[src/rtl/mp_datapath.sv]
// Register-file datapath: four W-bit registers, write-back mux, 8-function ALU
// and a registered Z/C/V flag set, executing one control word per clock.
module mp_datapath #(
  parameter int W = 8
) (
  input  logic         clk,
  input  logic         reset,
  input  logic         clr_i,
  input  logic [3:0]   ce_i,
  input  logic [2:0]   w_i,
  input  logic [1:0]   sel_i,
  input  logic [2:0]   s_i,
  input  logic [W-1:0] data_i,
  output logic [W-1:0] r0_o,
  output logic [W-1:0] r1_o,
  output logic [W-1:0] r2_o,
  output logic [W-1:0] r3_o,
  output logic [W-1:0] alu_o,
  output logic         z_o,
  output logic         c_o,
  output logic         v_o
);

  typedef enum logic [2:0] {
    OP_ADD = 3'd0,
    OP_SUB = 3'd1,
    OP_AND = 3'd2,
    OP_OR  = 3'd3,
    OP_XOR = 3'd4,
    OP_NOT = 3'd5,
    OP_SHL = 3'd6,
    OP_SHR = 3'd7
  } alu_op_e;

  logic [W-1:0] r0_q, r1_q, r2_q, r3_q;
  logic         z_q, c_q, v_q;

  logic [W-1:0] op_a;
  logic [W-1:0] op_b;
  logic [W:0]   ext_sum;
  logic [W-1:0] alu_res;
  logic         alu_c;
  logic         alu_v;
  logic [W-1:0] wb_bus;
  logic         flag_we;
  alu_op_e      op;

  assign op = alu_op_e'(s_i);

  // Operand A is any register, operand B is always the accumulator R0.
  always_comb begin
    op_a = r0_q;
    case (sel_i)
      2'd0: op_a = r0_q;
      2'd1: op_a = r1_q;
      2'd2: op_a = r2_q;
      2'd3: op_a = r3_q;
      default: op_a = r0_q;
    endcase
  end

  assign op_b = r0_q;

  always_comb begin
    ext_sum = '0;
    alu_res = '0;
    alu_c   = 1'b0;
    alu_v   = 1'b0;
    case (op)
      OP_ADD: begin
        ext_sum = {1'b0, op_a} + {1'b0, op_b};
        alu_res = ext_sum[W-1:0];
        alu_c   = ext_sum[W];
        alu_v   = (op_a[W-1] == op_b[W-1]) && (alu_res[W-1] != op_a[W-1]);
      end
      OP_SUB: begin
        // Carry out of A + ~B + 1 is the unsigned no-borrow (A >= B) flag.
        ext_sum = {1'b0, op_a} + {1'b0, ~op_b} + {{W{1'b0}}, 1'b1};
        alu_res = ext_sum[W-1:0];
        alu_c   = ext_sum[W];
        alu_v   = (op_a[W-1] != op_b[W-1]) && (alu_res[W-1] != op_a[W-1]);
      end
      OP_AND: alu_res = op_a & op_b;
      OP_OR:  alu_res = op_a | op_b;
      OP_XOR: alu_res = op_a ^ op_b;
      OP_NOT: alu_res = ~op_a;
      OP_SHL: begin
        alu_res = {op_a[W-2:0], 1'b0};
        alu_c   = op_a[W-1];
      end
      OP_SHR: begin
        alu_res = {1'b0, op_a[W-1:1]};
        alu_c   = op_a[0];
      end
      default: begin
        alu_res = '0;
        alu_c   = 1'b0;
        alu_v   = 1'b0;
      end
    endcase
  end

  always_comb begin
    wb_bus = '0;
    case (w_i)
      3'd0: wb_bus = data_i;
      3'd1: wb_bus = alu_res;
      3'd2: wb_bus = r0_q;
      3'd3: wb_bus = r1_q;
      3'd4: wb_bus = r2_q;
      3'd5: wb_bus = r3_q;
      default: wb_bus = '0;
    endcase
  end

  // Flags track only ALU results that are actually written somewhere.
  assign flag_we = (w_i == 3'd1) && (ce_i != 4'd0);

  always_ff @(posedge clk) begin
    if (reset || clr_i) begin
      r0_q <= '0;
      r1_q <= '0;
      r2_q <= '0;
      r3_q <= '0;
      z_q  <= 1'b0;
      c_q  <= 1'b0;
      v_q  <= 1'b0;
    end else begin
      if (ce_i[0]) r0_q <= wb_bus;
      if (ce_i[1]) r1_q <= wb_bus;
      if (ce_i[2]) r2_q <= wb_bus;
      if (ce_i[3]) r3_q <= wb_bus;
      if (flag_we) begin
        z_q <= (alu_res == '0);
        c_q <= alu_c;
        v_q <= alu_v;
      end
    end
  end

  assign r0_o  = r0_q;
  assign r1_o  = r1_q;
  assign r2_o  = r2_q;
  assign r3_o  = r3_q;
  assign alu_o = alu_res;
  assign z_o   = z_q;
  assign c_o   = c_q;
  assign v_o   = v_q;

endmodule

[config.mk]
export PLATFORM = sky130hd
export DESIGN_NAME = mp_datapath
export DESIGN_NICKNAME = d
export VERILOG_FILES = /design/src/rtl/mp_datapath.sv
export SDC_FILE = /design/constraint.sdc
export NUM_CORES = 1
export LEC_CHECK = 0
export CORE_MARGIN = 5
export CORE_UTILIZATION = 30
export DETAILED_ROUTE_END_ITERATION = 8
export MAX_ROUTING_LAYER = met4
export PLACE_DENSITY = 0.6
export SYNTH_ARGS = -nofsm -noshare
export SYNTH_HDL_FRONTEND = slang
export SYNTH_SLANG_ARGS = --single-unit
[constraint.sdc]
create_clock -name clk -period 10.32 [get_ports clk]
set_clock_uncertainty 0.15 [all_clocks]
set_input_delay 1.548 -clock clk [delete_from_list [all_inputs] [get_ports clk]]
set_output_delay 1.548 -clock clk [all_outputs]
set_load 0.01 [all_outputs]
==> results.json <==
{
  "drv_cap": 0,
  "vias_per_cell": 5.64,
  "syn_area_um2": 3200,
  "fill_cells": 1096,
  "cts_hold_buf": 0,
  "fin_cells": 590,
  "avgSynthCellArea_um2": 7.83,
  "dp_slack_ns": 3.05,
  "dieHeight_um": 113,
  "dr.max_layer_used": "met4",
  "core_area_um2": 10400,
  "io_pins": 66,
  "worst_hold_path_type": "register to register",
  "final_area_um2": 3990,
  "drv_slew": 0,
  "fin_crit_sh_pct": 70.3,
  "drc": 0,
  "row_count": 37,
  "fmax_mhz": 138,
  "wl_met2_mm": 4.87,
  "setup_viol": 0,
  "nets": 502,
  "totalPowerFinal_mw": 0.402,
  "yosysWarningCount": 0,
  "peakVddDrop_v": 0.0000568,
  "area.growth.synth_to_final_pct": 24.7,
  "cts.repair.resized": 0,
  "antennaDiodeCount": 0,
  "drive_above_1_share_pct": 5.51,
  "clk_latency_ns": 0.29,
  "first_global_vias": 3214,
  "critical_path_required_ns": 8.62,
  "grt_overflow": 0,
  "status": "finished clean",
  "fin_ws_ns": 3.07,
  "cts.clk_slew.worst_paths_ns": 0.07,
  "ys_ff_latch": 35,
  "ys_seq_area_share_pct": 21.9,
  "powerDensity_nw_per_um2": 101,
  "hpwl_mm": 8.09,
  "routed_wl_mm": 10.6,
  "dieWidth_um": 113,
  "htreeDepth": 2,
  "crit_type": "input pin to output port",
  "first_iter_violations": 196,
  "synthDistinctLibCells": 58,
  "dr.pass1.iters": 4,
  "hold_viol": 0,
  "tns_ns": 0,
  "numCtsBuffers": 5,
  "postRouteAntennaNets": 0,
  "p_leak_nw": 1.47,
  "clock-sinks": 35,
  "startpoint_type": "input pin",
  "dr_wl_met3_um": 507,
  "ctsRootBufferMaster": "clkbuf_8",
  "syn_inst": 409,
  "rsz0062_at_grt": "false",
  "synth_edf_count": 0,
  "wl_met1_mm": 4.98,
  "vias": 3327,
  "synth-main-ff-cell": "dfxtp_1",
  "fin_crit_ns": 7.25,
  "cts_tree": "built",
  "critPathCaptureType": "output port",
  "dpl_cell_area_um2": 3880,
  "post-route-util_pct": 38.5,
  "path_max_fanout": 8,
  "wl_per_cell_um": 18.0,
  "track_usage_pct": 16.9,
  "place.gp.congestion": 0.927,
  "portBuffers": 65,
  "slew_headroom_pct": 29.1,
  "clockBufferDepth": 2,
  "crit_arrival_ns": 5.55,
  "synthArstFlopShare_pct": 0,
  "die_area_um2": 12800,
  "initial_utilization_pct": 30.9,
  "fin_hold_ws_ns": 0.305,
  "grt_pass1_wl_mm": 17.2,
  "cts_setup_buffers": 0,
  "worstMarginPinSlew_ns": 1.05,
  "antenna_found_initial": 0,
  "dp.cells": 582,
  "grt_max_degree": 29,
  "synth.net_count": 458
}
-- sequential cells by signal (all words and copies together), names as in the netlist --
register / count
z_o: 1
v_o: 1
r0_o: 8
c_o: 1
r1_o: 8
r2_o: 8
r3_o: 8
-- worst max-delay path, cell delays in order --
cell and delay, ns:
clkdlybuf4s50_1 0.79, mux4_2 0.68, ha_1 0.34, nor2b_1 0.16, o2111a_1 0.28, o41a_1 0.44
or3_1 0.37, a32oi_1 0.34, clkdlybuf4s50_1 0.61
-- kinds of logic (layout without fill, tap and decap cells) --
family                     Yosys count  after routing  synth area share, %
and+or+nand+nor                    115            115                 17.3
AOI/OAI and AO/OA                  148            148                 30.0
DFF                                 35             35                 21.9
muxes                               21             21                 10.5
xor gates and xnor gates             5              5                 1.37
buffers and inverters               59            104                 8.36
adders and majority gates           26             26                 10.6
-- cell usage in the layout (no fill, tap or decap), types with 3 or more instances in the layout --
cell and count:
a211o_1 3, a211oi_1 20, a21o_1 4, a21oi_1 41
a22oi_1 5, a31oi_1 5, a32oi_1 3, and3_1 5
clkbuf_8 5, clkdlybuf4s50_1 65, dfxtp_1 35, ha_1 24
inv_1 26, mux2i_1 11, mux4_1 3, mux4_2 6
nand2_1 25, nand2b_1 9, nand3_1 9, nor2_1 39
nor2b_1 7, nor3_1 7, nor4_1 4, o211ai_1 4
o21a_1 3, o21ai_0 32, o221ai_1 6, o22ai_1 6
xnor2_1 3
-- power breakdown --
part           internal, mW  switching [mW]  leakage (nW)
combinational        0.0580          0.0735          1.13
sequential            0.140         0.00676         0.285
clock                0.0719          0.0520        0.0581
-- final cells by class --
class,instances,area (um2),area share [%]
multi-input combinational,315,2230,55.9
sequential,35,701,17.5
inverter,29,110,2.76
clock buffer,5,68.8,1.72
clock inverter,3,43.8,1.10
tap,136,170,4.26
timing repair buffer,67,666,16.7
-- routing by layer --
metal,up-vias,track usage (%)
met3,19,1.50
met1,1562,22.9
met5,-,-
li1,1601,-
met2,145,26.5
met4,0,5.45
-- synth_stat cells (3+ instances only) --
cell	instances	area (um2)
a21oi_1	41	205
nor2_1	39	146
dfxtp_1	35	701
o21ai_0	32	160
inv_1	26	97.6
nand2_1	25	93.8
ha_1	24	300
clkbuf_1	21	78.8
a211oi_1	20	150
mux2i_1	11	110
nand2b_1	9	56.3
nand3_1	9	45.0
nor2b_1	7	43.8
nor3_1	7	35.0
mux4_2	6	135
o221ai_1	6	52.6
o22ai_1	6	37.5
a22oi_1	5	37.5
a31oi_1	5	31.3
and3_1	5	31.3
buf_6	5	56.3
a21o_1	4	30.0
nor4_1	4	25.0
o211ai_1	4	30.0
a211o_1	3	26.3
a32oi_1	3	26.3
mux4_1	3	78.8
o21a_1	3	22.5
xnor2_1	3	26.3
-- path summary, 6_finish.rpt --
kind,start,end,slack [ns],cells after the start
setup / recovery,sel_i[1],alu_o[7],3.07,9
hold / removal,v_o,v_o,0.31,2
setup reg to reg,r0_o[1],r3_o[7],6.76,9
hold reg to reg,v_o,v_o,0.31,2
Power figures use the tool's default switching activity.
